==> config.mk <==
export PLATFORM = sky130hd
export DESIGN_NAME = fetch_stage_flat
export DESIGN_NICKNAME = d
export VERILOG_FILES = /design/src/rtl/y86_pkg.sv /design/src/rtl/fetch_stage_if.sv /design/src/rtl/fetch_split.sv /design/src/rtl/fetch_stage.sv /design/src/flat_wrapper.sv
export SDC_FILE = /design/constraint.sdc
export NUM_CORES = 1
export LEC_CHECK = 0
export CAP_MARGIN = 20
export CORE_MARGIN = 3
export CORE_UTILIZATION = 49
export DETAILED_ROUTE_END_ITERATION = 12
export GPL_TIMING_DRIVEN = 0
export HOLD_SLACK_MARGIN = 0.05
export PLACE_DENSITY = 0.9
export SLEW_MARGIN = 20
export SYNTH_ARGS = -nofsm -noshare
export SYNTH_HDL_FRONTEND = slang
export SYNTH_HIERARCHICAL = 1
export SYNTH_SLANG_ARGS = --single-unit
export TNS_END_PERCENT = 1
==> constraint.sdc <==
create_clock -name clk -period 6.6 [get_ports clk]
set_input_delay 1.32 -clock clk [delete_from_list [all_inputs] [get_ports clk]]
set_output_delay 1.32 -clock clk [all_outputs]
set_load 0.005 [all_outputs]
==> src/rtl/y86_pkg.sv <==
// y86_pkg: shared Y86-64 instruction codes, status codes and fetch FSM encoding
package y86_pkg;
  localparam logic [3:0] I_HALT = 4'h0, I_NOP = 4'h1, I_RRMOVQ = 4'h2, I_IRMOVQ = 4'h3,
                         I_RMMOVQ = 4'h4, I_MRMOVQ = 4'h5, I_OPQ = 4'h6, I_JXX = 4'h7,
                         I_CALL = 4'h8, I_RET = 4'h9, I_PUSHQ = 4'hA, I_POPQ = 4'hB;
  localparam logic [2:0] S_AOK = 3'd1, S_HLT = 3'd2, S_ADR = 3'd3, S_INS = 3'd4;
  typedef enum logic [2:0] {IDLE, REQ, OUT, WAIT, HALT} state_t;
endpackage

==> src/rtl/fetch_stage_if.sv <==
// fetch_stage_if: instruction-memory request/response bus
interface fetch_stage_if;
  logic        req;
  logic [63:0] addr;
  logic        rdy;
  logic [79:0] rdata;
  logic        err;
  modport master (output req, addr, input rdy, rdata, err);
  modport slave  (input req, addr, output rdy, rdata, err);
endinterface

==> src/rtl/fetch_split.sv <==
// fetch_split: combinational split of a 10-byte bundle into Y86-64 fields
module fetch_split
  import y86_pkg::*;
(
  input  logic [79:0] bundle,
  input  logic [63:0] pc,
  output logic [3:0]  icode,
  output logic [3:0]  ifun,
  output logic [3:0]  ra,
  output logic [3:0]  rb,
  output logic [63:0] valc,
  output logic [63:0] valp,
  output logic        instr_valid,
  output logic        need_regids,
  output logic        need_valc
);
  assign icode = bundle[7:4];
  assign ifun = bundle[3:0];
  assign need_regids = icode inside {I_RRMOVQ, I_IRMOVQ, I_RMMOVQ, I_MRMOVQ, I_OPQ, I_PUSHQ, I_POPQ};
  assign need_valc = icode inside {I_IRMOVQ, I_RMMOVQ, I_MRMOVQ, I_JXX, I_CALL};
  assign ra = need_regids ? bundle[15:12] : 4'hF;
  assign rb = need_regids ? bundle[11:8] : 4'hF;
  assign valc = !need_valc ? 64'd0 : need_regids ? bundle[79:16] : bundle[71:8];
  assign valp = pc + 64'd1 + {63'd0, need_regids} + {60'd0, need_valc, 3'd0};
  assign instr_valid = icode <= I_POPQ &&
                       (ifun == 4'h0 || (icode == I_OPQ && ifun <= 4'h3) ||
                        ((icode == I_RRMOVQ || icode == I_JXX) && ifun <= 4'h6));
endmodule

==> src/rtl/fetch_stage.sv <==
// fetch_stage: Y86-64 SEQ fetch with PC register, imem handshake and registered decode
module fetch_stage
  import y86_pkg::*;
#(
  parameter logic [63:0] RESET_PC = 64'h0
) (
  input  logic        clk,
  input  logic        rst,
  input  logic [63:0] new_pc,
  input  logic        pc_load,
  fetch_stage_if.master imem,
  output logic        f_valid,
  output logic [3:0]  icode,
  output logic [3:0]  ifun,
  output logic [3:0]  ra,
  output logic [3:0]  rb,
  output logic [63:0] valc,
  output logic [63:0] valp,
  output logic [2:0]  stat
);
  state_t      state;
  logic [63:0] pc;
  logic [3:0]  s_icode, s_ifun, s_ra, s_rb;
  logic [63:0] s_valc, s_valp;
  logic        s_valid;
  logic [2:0]  s_stat;
  fetch_split u_split (
    .bundle(imem.rdata), .pc(pc), .icode(s_icode), .ifun(s_ifun), .ra(s_ra), .rb(s_rb),
    .valc(s_valc), .valp(s_valp), .instr_valid(s_valid), .need_regids(), .need_valc()
  );
  assign s_stat = imem.err ? S_ADR : !s_valid ? S_INS : s_icode == I_HALT ? S_HLT : S_AOK;
  assign imem.req = state == REQ;
  assign imem.addr = pc;
  // FSM, pc register and result capture on the accepted memory handshake
  always_ff @(posedge clk) begin
    if (rst) begin
      state <= IDLE;
      pc <= RESET_PC;
      f_valid <= 1'b0;
      icode <= '0;
      ifun <= '0;
      ra <= '0;
      rb <= '0;
      valc <= '0;
      valp <= '0;
      stat <= S_AOK;
    end else begin
      f_valid <= state == REQ && imem.rdy;
      case (state)
        IDLE: state <= REQ;
        REQ: if (imem.rdy) begin
          state <= OUT;
          icode <= s_icode;
          ifun <= s_ifun;
          ra <= s_ra;
          rb <= s_rb;
          valc <= s_valc;
          valp <= s_valp;
          stat <= s_stat;
        end
        OUT: state <= stat == S_AOK ? WAIT : HALT;
        WAIT: if (pc_load) begin
          state <= REQ;
          pc <= new_pc;
        end
        default: state <= HALT;
      endcase
    end
  end
endmodule
==> src/flat_wrapper.sv <==
// flat-port wrapper written by rule: the top's interface ports become plain ports
module fetch_stage_flat import y86_pkg::*;
#(
  parameter logic [63:0] RESET_PC = 64'h0
)
  (clk, rst, new_pc, pc_load, f_valid, icode, ifun, ra, rb, valc, valp, stat, imem_req, imem_addr, imem_rdy, imem_rdata, imem_err);
  fetch_stage_if imem_i ();
  input  logic clk;
  input  logic rst;
  input  logic [63:0] new_pc;
  input  logic pc_load;
  output logic f_valid;
  output logic [3:0] icode;
  output logic [3:0] ifun;
  output logic [3:0] ra;
  output logic [3:0] rb;
  output logic [63:0] valc;
  output logic [63:0] valp;
  output logic [2:0] stat;
  output wire logic [$bits(imem_i.req)-1:0] imem_req;
  output wire logic [$bits(imem_i.addr)-1:0] imem_addr;
  input wire logic [$bits(imem_i.rdy)-1:0] imem_rdy;
  input wire logic [$bits(imem_i.rdata)-1:0] imem_rdata;
  input wire logic [$bits(imem_i.err)-1:0] imem_err;
  assign imem_req = imem_i.req;
  assign imem_addr = imem_i.addr;
  assign imem_i.rdy = imem_rdy;
  assign imem_i.rdata = imem_rdata;
  assign imem_i.err = imem_err;
  fetch_stage #(.RESET_PC(RESET_PC)) u_core (.clk(clk), .rst(rst), .new_pc(new_pc), .pc_load(pc_load), .imem(imem_i), .f_valid(f_valid), .icode(icode), .ifun(ifun), .ra(ra), .rb(rb), .valc(valc), .valp(valp), .stat(stat));
endmodule
; ---- Word level (Yosys, flattened, before mapping)
; Index checks and enable logic that the tools add are counted.
[op_classes]
add_sub_neg = 3
multipliers = 0
div = 0
order_cmp = 3
n_eq_ne = 15
shifts = 0
muxes = 11
bitwise = 0
reduce_logical = 15
[ops]
columns = operator, n
row1 = $mux 64, 2
row2 = $add 64x1->64, 1
row3 = $add 64x1->64 const B, 1
row4 = $add 64x4->64, 1
row5 = $eq 4x3->1 const B, 4
row6 = $mux 3, 5
row7 = $eq 4x4->1 const B, 3
row8 = $pmux 3 s4, 1
row9 = $eq 4x2->1 const B, 2
row10 = $logic_not 4->1, 2
row11 = $mux 4, 2
row12 = $reduce_bool 7->1, 1
row13 = $eq 3x1->1 const B, 2
row14 = $eq 3x2->1 const B, 2
row15 = $reduce_and 2->1, 3
row16 = $reduce_bool 5->1, 1
row17 = $le 4x2->1 const B, 1
row18 = $le 4x3->1 const B, 1
row19 = $le 4x4->1 const B, 1
row20 = $logic_and 1x1->1, 4
row21 = $logic_not 3->1, 1
row22 = $logic_or 1x1->1, 3
row23 = $mux 2, 1
row24 = $ne 2x1->1 const B, 1
row25 = $ne 2x2->1 const B, 1
[totals]
ff_bits = 215
latchBits = 0
ramBits = 0
rom_bits = 0
output_inout_bits = 213
mem_count = 0

; ---- Depth between registers and ports, before layout
; Gate-level depths: netlist of run 1.
[depth]
ltp_word = 7
depth_mapped = 13
mapped_depth_nobuf = 11

; ---- By module
; The synthesis of run 1 kept the hierarchy.
[by_module_without_submodules]
columns = module, instances, cells_each, area_each_um2, seq_area_each_um2
row1 = fetch_stage, 1, 937, 7504.7, 4304.1
row2 = fetch_split, 1, 465, 2482.4, 0.0

; ---- Worst setup path before layout of run 1
; Ideal clock, no wire load.
[synth_path]
kind = input-to-reg
from = in imem_rdata[5]
to = reg u_core.valp[34]
setup_time_ns = 0.132
arrival_ns = 4.311
t_required_ns = 6.468
slack_ns = 2.157
path_stages = 13
path_buffers = 3
path_cell_list = mux2_2 -> o21ai_0 -> clkbuf_1 -> clkbuf_1 -> inv_1 -> ha_1 -> a31oi_1 -> or4_1 -> buf_2 -> or4_4 -> xnor2_2 -> nand2_1 -> a21oi_1
[synth_via]
elab_cells_between_ends = 13
[synth_lines]
columns = item, line_no
row1 = "start, declared", flat_wrapper.sv:23  ; input wire logic [$bits(imem_i.rdata)-1:0] imem_rdata;
row2 = "$eq 4x2->1, or another cell as far along", fetch_split.sv:20  ; assign need_valc = icode inside {I_IRMOVQ, I_RMMOVQ, I_MRMOVQ, I_JXX, I_CALL};
row3 = $reduce_bool 5->1 (*), fetch_split.sv:20
row4 = net u_core.u_split.need_valc, fetch_split.sv:15  ; output logic need_valc
row5 = $add 64x4->64 (*), fetch_split.sv:24  ; assign valp = pc + 64'd1 + {63'd0, need_regids} + {60'd0, need_valc, 3'd0};
row6 = net u_core.s_valp[34], fetch_stage.sv:24  ; logic [63:0] s_valc, s_valp;
row7 = "end signal, assigned", fetch_stage.sv:58  ; valp <= s_valp;
row8 = "end, declared", fetch_stage.sv:18  ; output logic [63:0] valp,
; Mark *: on every way through the listed nets, which the timed path passes. The rest lies on a longest branch.
; A chain may end at the register's enable or synchronous reset.

; ---- Final worst setup path of run 1
[layout_path]
from = in imem_rdata[5]
to = reg u_core.valp[63]
; The elaborated chain is that of the path after synthesis.

==> results.json, run 1 <==
{
  "synth_nets": 1554,
  "postSynthAreaPerCell_sq_um": 7.12,
  "grt_remaining_overflow": 0,
  "reg2reg_slack_ps": 3380,
  "die_h_um": 149,
  "layout-drive-gt1-share_pct": 5.66,
  "async_flop_share_pct": 0,
  "final_util_pct": 74.4,
  "ant_nets": 0,
  "cts_tree": "done",
  "gr-usage-met1_pct": 35.8,
  "layout.nets": 1939,
  "io_buffers": 360,
  "finalInstanceArea_sq_um": 14700,
  "ys_top_cells_by_area": "dfxtp_1, nand2_1, a21oi_1",
  "cts_sinks": 215,
  "cp_max_fo": 10,
  "cts.path.max_buffers": 3,
  "worstSetupPathType": "input pin to register",
  "post_cts_buffers": 0,
  "synth_area_sq_um": 9990,
  "htree_levels": 1,
  "cts_hold_buffers": 0,
  "initial_core_util_pct": 50.7,
  "path_depth": 14,
  "antenna_found_initial": 2,
  "preCtsSetupSlack_ps": 274,
  "slew_headroom_pct": 34.3,
  "gp_congestion": 0.949,
  "setup_tns_ps": 0,
  "placed_area_sq_um": 13900,
  "status": "finished clean",
  "vias": 11400,
  "crit_end": "u_core/valp[63]",
  "dr.pass1.iters": 6,
  "critPathTopFamily": "buffers and inverters",
  "ir_drop_mv": 0.156,
  "grt_pass1_wl_um": 56200,
  "slew_violations": 0,
  "grtUsageMet2_pct": 56.6,
  "worstReg2RegEnd": "u_core/valp[60]",
  "clock.fmax_mhz": 168,
  "n_antenna_cell": 0,
  "skew_ps": 14.5,
  "finalCritPeriodShare_pct": 90.2,
  "crit_slowest_cell": "a21oi_1",
  "grt-busiest-layer": "met2",
  "place_hpwl_um": 28000,
  "cp.arrival_ps": 6380,
  "synth_warnings": 6,
  "setup_violations": 0,
  "fillers": 1505,
  "cts_buffers": 23,
  "drt-total-wl_um": 37400,
  "post_drt_wl_per_cell_um": 18.1,
  "cp.buffers_inverters": 4,
  "rows": 51,
  "crit_path_end_kind": "register",
  "vias_per_cell": 5.50,
  "synth_top_cell_by_area": "dfxtp_1",
  "use_met3_pct": 8.90,
  "ff_latch_area_sq_um": 4300,
  "cap_violations": 0,
  "die_w_um": 149,
  "worst_setup_path_start_kind": "input pin",
  "core_sq_um": 19700,
  "path_cells": "clkdlybuf4s50_1, mux2_2, o21ai_0, clkbuf_1, clkbuf_1, inv_1, ha_1, nand4b_1, a21oi_1, nand3_1, nor4_1, xor2_1, nand2_1, a21oi_1",
  "multi_input_area_sq_um": 5090,
  "cp.required_ps": 7030,
  "ys_ff_latch": 215,
  "synth_flop_cell": "dfxtp_1",
  "timing.final.hold_violations": 0,
  "period_minus_slack_ps": 5950,
  "io_pins": 362,
  "synth_seq_area_share_pct": 43.1,
  "pwr_density_cell_nw_per_um2": 207,
  "r2r_start": "u_core/imem.addr[5]",
  "p_leak_uw": 0.00509,
  "setup_slack_ps": 646,
  "critPathMaxStageDelay_ps": 640,
  "grt_usage_pct": 31.6,
  "syn_inst": 1402,
  "first_global_vias": 10800,
  "clk_pin_slew_ps": 60,
  "drt_iter0_drc": 861,
  "cts_root_buf": "clkbuf_16",
  "synth.distinct_cells": 44,
  "die_area_sq_um": 22100,
  "rsz0062_at_grt": "false",
  "tightestPinTransition_ps": 978,
  "synth-edff-count": 0,
  "syn_to_final_growth_pct": 47.0,
  "grt_max_degree": 14,
  "hold_path.class": "register to register",
  "synth.top_cell.area_share_pct": 43.1,
  "critPathLaunch": "imem_rdata[5]",
  "cts_resized": 0,
  "rr_worst_depth": 8,
  "drc": 0,
  "clock_latency_ps": 510
}
## synth_stat cells (all sizes together), types with 4 or more instances
master / n
nand2: 576
a21oi: 277
dfxtp: 215
buf: 61
xnor2: 42
clkbuf: 41
nand3: 32
xor2: 20
nand4: 19
nor3: 19
nor2: 18
nor4: 11
inv: 10
and3: 9
nand2b: 9
nor2b: 4
or3: 4
or4: 4
## where the power goes
part / switching (uW) / internal, uW
combinational: 216 / 203
clock: 515 / 757
sequential: 25.2 / 1330
## layout make-up
class | count | share of cell area (%)
multi-input cells | 1075 | 34.7
flip-flops and latches | 215 | 29.3
repair buffers | 360 | 24.6
clock buffers | 36 | 4.73
plain buffers | 102 | 3.84
well taps | 265 | 2.26
clock inverters | 4 | 0.324
inverters | 10 | 0.256
## tightest hold or removal path, stage by stage, from the launching register on
cell	delay [ps]
dfxtp_1	300
nand2_1	50
a21oi_1	50
## kinds of logic (layout without fill, tap and decap cells)
kind of cell,Yosys count,in the layout,synth area share [%]
compound gates,287,287,14.6
xor+xnor,62,62,5.51
fa+ha+maj,3,3,0.376
buf+inv,112,512,6.01
flops,215,215,43.1
mux,2,2,0.213
simple gates,721,721,30.2
## through the flow
stage	instances	total power, uW	hold WS [ps]
final	2067	3040	451
after global routing	2067	3140	473
after CTS	2067	3050	453
after detailed placement	2027	1790	446
after global placement	2027	1780	441
after floorplan	1402	1570	453
## how the worst min path moves through the flow
stage	from	to	depth (start not counted)	slack, ps
final	u_core/valc[62]	u_core/valc[62]	2	450
after global routing	u_core/valc[53]	u_core/valc[53]	2	470
after CTS	u_core/ifun[0]	u_core/ifun[0]	2	450
after detailed placement	u_core/ifun[0]	u_core/ifun[0]	2	450
after global placement	u_core/valc[56]	u_core/valc[56]	2	440
after floorplan	u_core/icode[0]	u_core/icode[0]	2	450
## layer usage
metal / wire (um) / up-vias
li1: - / 5379
met1: 13200 / 5177
met2: 18200 / 678
met3: 4270 / 134
met4: 1670 / 4
met5: 27 / -
## layout by cell type, fill, tap and decap left out, drive strengths merged, types with 2 or more instances in the layout
| master | synthesis | layout |
|---|---|---|
| inv | 10 | 10 |
| buf | 61 | 61 |
| clkinv | 0 | 2 |
| or4 | 4 | 4 |
| a2111oi | 2 | 2 |
| nand4 | 19 | 19 |
| clkdlybuf4s50 | 0 | 360 |
| xor2 | 20 | 20 |
| nor4 | 11 | 11 |
| a211oi | 2 | 2 |
| nor3b | 3 | 3 |
| nand2b | 9 | 9 |
| a21oi | 277 | 277 |
| and3 | 9 | 9 |
| ha | 3 | 3 |
| nor3 | 19 | 19 |
| dfxtp | 215 | 215 |
| xnor2 | 42 | 42 |
| clkbuf | 41 | 77 |
| o21ai | 2 | 2 |
| and2 | 3 | 3 |
| nand2 | 576 | 576 |
| or3 | 4 | 4 |
| nand3 | 32 | 32 |
| nor2 | 18 | 18 |
| and4 | 3 | 3 |
| nor2b | 4 | 4 |
| nand4b | 2 | 2 |
## registers in the layout, indices dropped and copies added (netlist names)
register and flops:
u_core/ifun 4, u_core/valc 64, u_core/icode 4, u_core/f_valid 1
u_core/stat 3, u_core/rb 4, u_core/valp 64, u_core/ra 4
u_core/imem.addr 64, u_core/state 3
Power figures use the tool's default switching activity.
==> inputs of run 2 (changes only) <==
- CORE_UTILIZATION: 49 -> 35
- PLACE_DENSITY: 0.9 -> 0.68
==> results.json, run 2 (synthesized netlist as in run 1, its figures left out) <==
{
  "highest_layer": "met5",
  "cts_sinks": 215,
  "cts_tree": "done",
  "worst_setup_path_start_kind": "input pin",
  "setup_violations": 0,
  "place_hpwl_um": 30200,
  "finalInstanceArea_sq_um": 14900,
  "antenna_found_initial": 4,
  "grt_max_degree": 14,
  "finalCritPeriodShare_pct": 91.5,
  "ir_drop_mv": 0.130,
  "hold_path.class": "register to register",
  "drt-total-wl_um": 38800,
  "placed_area_sq_um": 14100,
  "final_cell_mix": "nand2_1, clkdlybuf4s50_1, a21oi_1",
  "cts_hold_buffers": 0,
  "clk_pin_slew_ps": 60,
  "switching_power_uw": 777,
  "pwr_density_cell_nw_per_um2": 212,
  "grt_remaining_overflow": 0,
  "initial_core_util_pct": 35.8,
  "n_antenna_cell": 0,
  "drc": 0,
  "mostFrequentLayoutCell": "nand2_1",
  "cp.arrival_ps": 6480,
  "grt_pass1_wl_um": 59800,
  "combinationalPowerShare_pct": 13.3,
  "sw_frac_of_total_pct": 24.6,
  "seqPwrFrac_pct": 42.8,
  "tightestPinTransition_ps": 950,
  "final_util_pct": 53.4,
  "p_leak_uw": 0.00514,
  "htree_levels": 1,
  "dr_wl_met3_um": 3820,
  "worstSetupPathType": "input pin to register",
  "io_buffers": 360,
  "skew_ps": 7.32,
  "die_h_um": 175,
  "post_drt_wl_per_cell_um": 17.8,
  "slew_headroom_pct": 36.2,
  "drt-met1-wl_um": 15400,
  "clock_latency_ps": 510,
  "cap_violations": 0,
  "dr.pass1.iters": 5,
  "cts.path.max_buffers": 3,
  "clock.fmax_mhz": 166,
  "rsz0062_at_grt": "false",
  "cts_resized": 0,
  "drt_iter0_drc": 667,
  "setup_tns_ps": 0,
  "cp.required_ps": 7040,
  "vias_per_cell": 5.02,
  "timing.final.hold_violations": 0,
  "total_power_uw": 3160,
  "ant_nets": 0,
  "intPower_uw": 2380,
  "die_w_um": 175,
  "status": "finished clean",
  "cp_max_fo": 10,
  "grt_usage_pct": 24.5,
  "slew_violations": 0,
  "gp_congestion": 0.948,
  "wl_met2_um": 18700,
  "rows": 61,
  "io_pins": 362,
  "layout-drive-gt1-share_pct": 5.98,
  "clkPwrFrac_pct": 43.9,
  "core_sq_um": 27900,
  "first_global_vias": 10700,
  "cts_root_buf": "clkbuf_16",
  "vias": 11000,
  "cts_buffers": 24,
  "period_minus_slack_ps": 6040,
  "layout.nets": 1941,
  "die_area_sq_um": 30600,
  "whs_ps": 452,
  "crit_path_end_kind": "register",
  "syn_to_final_growth_pct": 49.2,
  "post_cts_buffers": 0
}
run 2: cell types whose count changed in the layout (fill, tap and decap cells not counted), sizes merged:
cell,delta
clkinv,+4
bufinv,+2
clkbuf,-3
buf,+1
run 2: layer usage:
| metal | global-route usage [%] | up-vias |
|---|---|---|
| met3 | 7.97 | 63 |
| met5 | 0 | - |
| met2 | 43.2 | 464 |
| met1 | 28.9 | 5048 |
| met4 | 5.62 | 8 |
| li1 | - | 5389 |
run 2: worst paths after layout:
kind / from / endpoint / slack (ps) / cells after the start
max: imem_rdata[5] / u_core/valp[63] / 560 / 14
min: u_core/valc[51] / u_core/valc[51] / 450 / 2
max reg2reg: u_core/imem.addr[4] / u_core/valp[52] / 3380 / 8
min reg2reg: u_core/valc[51] / u_core/valc[51] / 450 / 2
run 2: critical path, cell delays in order:
cell and delay (ps):
clkdlybuf4s50_1 590, mux2_2 360, o21ai_0 310, clkbuf_1 510
clkbuf_1 450, inv_1 150, ha_1 360, nand4b_1 160
a21oi_1 630, nand3_1 600, nor4_1 580, xor2_1 240
nand2_1 80, a21oi_1 130
run 2: power by group through the flow:
stage	Sequential, uW	Clock [uW]	Combinational, uW
2_1_floorplan	1380	0	188
3_5_place_dp	1380	0	418
4_1_cts	1350	1420	421
3_3_place_gp	1380	0	417
5_1_grt	1360	1480	458
6_report	1350	1390	419
run 2: final cells by class:
class / instances / area [sq um]
multi-input combinational: 1075 / 5100
tap: 378 / 473
clock inverter: 10 / 128
timing repair buffer: 361 / 3610
clock buffer: 33 / 696
buffer: 102 / 563
sequential: 215 / 4300
inverter: 10 / 37.5
fill: 2786 / 13000
run 2: metrics by stage:
| step | std cells | worst slack, ps |
|---|---|---|
| 2_1_floorplan | 1402 | 2160 |
| 3_3_place_gp | 2140 | -70.8 |
| 3_5_place_dp | 2141 | -36.4 |
| 4_1_cts | 2184 | 493 |
| 5_1_grt | 2184 | 157 |
| 6_report | 2184 | 562 |
==> inputs of run 3 (changes only) <==
- GPL_TIMING_DRIVEN: 0 -> not set
==> results.json, run 3 (synthesized netlist as in run 1, its figures left out) <==
{
  "whs_ps": 452,
  "crit_slowest_cell": "clkdlybuf4s50_1",
  "vias_per_cell": 5.08,
  "dr.pass1.iters": 5,
  "post_drt_wl_per_cell_um": 17.7,
  "grt_remaining_overflow": 0,
  "io_buffers": 361,
  "initial_core_util_pct": 35.8,
  "die_area_sq_um": 30600,
  "rows": 61,
  "ir_drop_mv": 0.200,
  "grt_pass1_wl_um": 56500,
  "mostFrequentLayoutCell": "nand2_1",
  "crit_path_end_kind": "register",
  "critPathLaunch": "imem_rdata[5]",
  "vias": 10700,
  "setup_slack_ps": 1970,
  "clock.fmax_mhz": 216,
  "htree_levels": 1,
  "pwr_density_cell_nw_per_um2": 231,
  "cp.buffers_inverters": 2,
  "antenna_found_initial": 0,
  "clk_pin_slew_ps": 60,
  "hold_path.class": "register to register",
  "period_minus_slack_ps": 4630,
  "worstReg2RegEnd": "u_core/valp[63]",
  "min_to": "u_core/valp[53]",
  "cp.arrival_ps": 5080,
  "cp_max_fo": 10,
  "hp-start": "u_core/valp[53]",
  "layout.nets": 1852,
  "grt_usage_pct": 22.8,
  "ant_nets": 0,
  "cts_resized": 0,
  "first_global_vias": 10100,
  "post_cts_buffers": 0,
  "r2r_start": "u_core/imem.addr[0]",
  "cp.required_ps": 7060,
  "setup_violations": 0,
  "critPathMaxStageDelay_ps": 640,
  "tightestPinTransition_ps": 1050,
  "setup_tns_ps": 0,
  "p_leak_uw": 0.00497,
  "critPathTopFamily": "simple AND/OR/NAND/NOR gates",
  "timing.final.hold_violations": 0,
  "die_w_um": 175,
  "finalCritPeriodShare_pct": 70.1,
  "preCtsSetupSlack_ps": 1490,
  "cts_tree": "done",
  "slew_violations": 0,
  "place_hpwl_um": 25600,
  "min_path_cells": 2,
  "layout-drive-gt1-share_pct": 4.30,
  "gp_congestion": 0.892,
  "cts_sinks": 215,
  "cts_root_buf": "clkbuf_16",
  "grt_max_degree": 147,
  "cts_hold_buffers": 0,
  "syn_to_final_growth_pct": 46.9,
  "n_antenna_cell": 0,
  "cts.path.max_buffers": 3,
  "skew_ps": 20.4,
  "rr_worst_depth": 9,
  "slew_headroom_pct": 29.3,
  "cap_violations": 0,
  "worstSetupPathType": "input pin to register",
  "cts_buffers": 26,
  "drt_iter0_drc": 719,
  "final_cell_mix": "nand2_1, clkdlybuf4s50_1, a21oi_1",
  "drt-total-wl_um": 37100,
  "status": "finished clean",
  "io_pins": 362,
  "fillers": 2730,
  "cp_common_cell": "a21oi_1",
  "worst_setup_path_start_kind": "input pin",
  "clock_latency_ps": 540,
  "core_sq_um": 27900,
  "drc": 0,
  "die_h_um": 175,
  "reg2reg_slack_ps": 3590,
  "rsz0062_at_grt": "false",
  "path_cells": "clkdlybuf4s50_1, mux2_2, o21ai_4, inv_1, ha_1, nand4b_1, a21oi_1, nand3_1, nor4_1, xor2_1, nand2_1, a21oi_1"
}
## run 3: power breakdown
group	switching, uW	leakage, uW	internal [uW]
Sequential	25.8	0.00174	1330
Combinational	205	0.00273	181
Clock	583	0.000501	1070
## run 3: metal layers
| metal | track usage, % | wire length (um) | up-vias |
|---|---|---|---|
| met1 | 28.1 | 15100 | 4926 |
| met4 | 6.02 | 939 | 0 |
| met2 | 38.2 | 17200 | 480 |
| met5 | 0 | 0 | - |
| met3 | 7.58 | 3840 | 57 |
| li1 | - | - | 5194 |
## run 3: through the flow
| step | utilization [%] | instance area (sq um) | instances | power [uW] |
|---|---|---|---|---|
| 2_1_floorplan | - | 9990 | 1402 | 1570 |
| 3_3_place_gp | 48.9 | 13700 | 2049 | 1760 |
| 3_5_place_dp | 48.9 | 13700 | 2049 | 1770 |
| 4_1_cts | 52.5 | 14700 | 2097 | 3440 |
| 5_1_grt | 52.5 | 14700 | 2098 | 3520 |
| 6_report | 52.5 | 14700 | 2098 | 3390 |
## run 3: layout make-up
cell class	count	area (sq um)	share of cell area (%)
Sequential cell	215	4300	29.3
Inverter	10	37.5	0.256
Multi-Input combinational cell	1075	5140	35.0
Clock inverter	14	256	1.75
Clock buffer	34	751	5.12
Timing Repair Buffer	372	3710	25.3
Tap cell	378	473	3.22
## run 3: worst reg2reg max path: cells and delay by family, from the launching register on
family	cells	cell delay, ps
DFF	1	410
xor gates and xnor gates	1	170
and+or+nand+nor	4	1360
buffers and inverters	1	90
AOI/OAI and AO/OA	2	690
adders and majority gates	1	210
## run 3: worst max-delay path by stage
stage	cells after the start	slack (ps)	end
after floorplan	13	2160	u_core/valp[34]
after global placement	12	1640	u_core/valp[35]
after detailed placement	12	1490	u_core/valp[63]
after CTS	12	2030	u_core/valp[63]
after global routing	12	1730	u_core/valp[63]
final	12	1970	u_core/valp[63]
==> RTL edit, RTL diff (settings of run 2) <==
The 5 states of `state_t` get a one-hot encoding in 5 bits.
--- a/src/rtl/y86_pkg.sv
+++ b/src/rtl/y86_pkg.sv
@@ -4,6 +4,6 @@
                          I_RMMOVQ = 4'h4, I_MRMOVQ = 4'h5, I_OPQ = 4'h6, I_JXX = 4'h7,
                          I_CALL = 4'h8, I_RET = 4'h9, I_PUSHQ = 4'hA, I_POPQ = 4'hB;
   localparam logic [2:0] S_AOK = 3'd1, S_HLT = 3'd2, S_ADR = 3'd3, S_INS = 3'd4;
-  typedef enum logic [2:0] {IDLE, REQ, OUT, WAIT, HALT} state_t;
+  typedef enum logic [4:0] {IDLE = 5'b00001, REQ = 5'b00010, OUT = 5'b00100, WAIT = 5'b01000, HALT = 5'b10000} state_t;
 endpackage
 
Formal check against the unedited RTL: same outputs for any inputs over 4 cycles, from zero or initial values and one cycle with rst high; so few cycles prove little.
==> RTL edit against run 2 <==
  * Setup slack got worse by 0.015 ns
  * Combinational power down 5.5%
  * Wire length grew 14%
  * Area after synthesis up 7.1%
  * Power rose by 1.5%
  * Sequential cell count up 2
  * Global-route usage grew 0.89 points
  * Design area is 5.4% higher
==> RTL edit: results (changes against run 2) <==
[run_status]
status=complete, no violations  ; unchanged

[cells_and_area]
flops_and_latches=217  ; was 215
seq_share=0.277  ; was 0.289
signal_buffers=514  ; was 463
nClkBuffers=31  ; was 33
fillCellCount=2889  ; was 2786
drive_above_1_share=0.0384  ; was 0.0598
nMultiInputCombCells=1090  ; was 1075
n_antenna_cell=2  ; was 0
clk_share=0.0562  ; was 0.0552
multi_input_area_sq_um=5710  ; was 5100 sq um
buf_share=0.270  ; was 0.280
final_nets=2010  ; was 1941

[critical_path]
critical_path.slowest_cell=a21oi_1  ; unchanged
r2r_start=u_core/imem.addr[0]  ; was u_core/imem.addr[4]
rrSetupSlack_ns=3.40  ; was 3.38 ns
critPathArrivalTime_ns=6.50  ; was 6.48 ns
worstReg2RegEnd=u_core/valp[60]  ; was u_core/valp[52]
cp_max_fo=10  ; unchanged
crit_family=buffers and inverters  ; unchanged
cpPeakStageDelay_ns=0.64
r2r_cells=11  ; was 8

[synth]
synthArstFlopShare=0  ; unchanged
synthTopCellsByArea=dfxtp_1 (41%), a21oi_1 (13%), nand3_1 (11%), o21ai_0 (9.5%), nand2_1 (5.6%)  ; was dfxtp_1 (43%), nand2_1 (22%), a21oi_1 (14%), xnor2_1 (3.6%), xor2_1 (1.8%)
synth.net_count=1622  ; was 1554
synth_common_cells=a21oi_1 (279), nand3_1 (240), dfxtp_1 (217)  ; was nand2_1 (576), a21oi_1 (277), dfxtp_1 (215)
ys_types=48  ; was 44
ys_seq_area_frac=0.406  ; was 0.431

[detailed_routing]
via_count=12600  ; was 11000
wire_per_inst_um=19.6  ; was 17.8 um
drt_first_pass_iters=6  ; was 5
drt_iter0_drc=1002  ; was 667

[grt]
grt_first_pass_wirelength_um=66800  ; was 59800 um
grt_pass1_vias=11900  ; was 10700
grt_max_degree=14  ; unchanged
gr-usage-all-layers=0.254  ; was 0.245

[placed_design]
post-place-ws_ns=-0.297  ; was -0.0364 ns
dp_hpwl_um=33400  ; was 30200 um
gp_congestion=0.928  ; was 0.948

[min_path]
hold_class=reg -> reg  ; unchanged
holdCritStartpoint=u_core/valp[29]  ; was u_core/valc[51]
min_to=u_core/valp[29]  ; was u_core/valc[51]

[power]
power_leakage_uw=0.00506  ; was 0.00514 uW
vdd_drop_max_mv=0.138  ; was 0.130 mV
p_int_uw=2400  ; was 2380 uW

[clocking]
clock_path_buffers=3  ; unchanged
cts.htree.levels=1  ; unchanged
cts_buffers=25  ; was 24
clock-root-buffer=clkbuf_16  ; unchanged
clk_pin_slew_worst_paths_ns=0.06  ; about the same

[timing]
clock_skew_ns=0.00889  ; was 0.00732 ns
relSlewSlack=0.378  ; was 0.362
holdWs_ns=0.472  ; was 0.452 ns

## RTL edit: cell types whose count changed after synthesis, moves of 9 or more
cell	delta
nand2_1	-416
nand3_1	+209
o21ai_0	+200
clkbuf_1	+81
buf_2	-23
buf_1	+10
o21ai_1	+10
buf_6	-9
## RTL edit: routing by layer
metal  routed length, um  vias to the layer above  part of all wire  GRT usage
met3                4210                       91             0.095     0.0648
li1                    -                     5981                 -          -
met5                  67                        -            0.0015          0
met2               20800                      651              0.47      0.429
met1               18000                     5851              0.41      0.317
met4                1280                        8             0.029     0.0804
## RTL edit: cell families after synthesis
kind of cell               count (synthesis)  synth area share
DFF                                      217             0.406
AOI/OAI and AO/OA                        501             0.237
muxes                                      3           0.00304
xor gates and xnor gates                  63            0.0523
buffers and inverters                    163            0.0622
and+or+nand+nor                          520             0.236
adders and majority gates                  3           0.00351
## RTL edit: worst max path at each step
stage | startpoint | slack (ns) | endpoint | depth (start not counted)
6_report | imem_rdata[5] | 0.55 | u_core/valp[63] | 14
5_1_grt | imem_rdata[5] | 0.18 | u_core/valp[63] | 14
4_1_cts | imem_rdata[5] | 0.25 | u_core/valp[60] | 14
3_5_place_dp | imem_rdata[5] | -0.30 | u_core/valp[60] | 14
3_3_place_gp | imem_rdata[5] | -0.40 | u_core/valp[57] | 14
2_1_floorplan | imem_rdata[5] | 2.14 | u_core/valp[34] | 13
## RTL edit: power groups by stage
stage	Sequential, uW	Clock [uW]	Combinational [uW]
finish	1320	1490	396
detailed placement	1350	0	389
CTS	1320	1520	391
global placement	1350	0	387
floorplan	1350	0	188
global route	1320	1580	427
## RTL edit: per-stage QoR
stage               instance area, sq um  std cells
floorplan                          10700       1470
global placement                   14800       2220
detailed placement                 14800       2221
CTS                                15700       2265
global route                       15700       2265
finish                             15700       2267
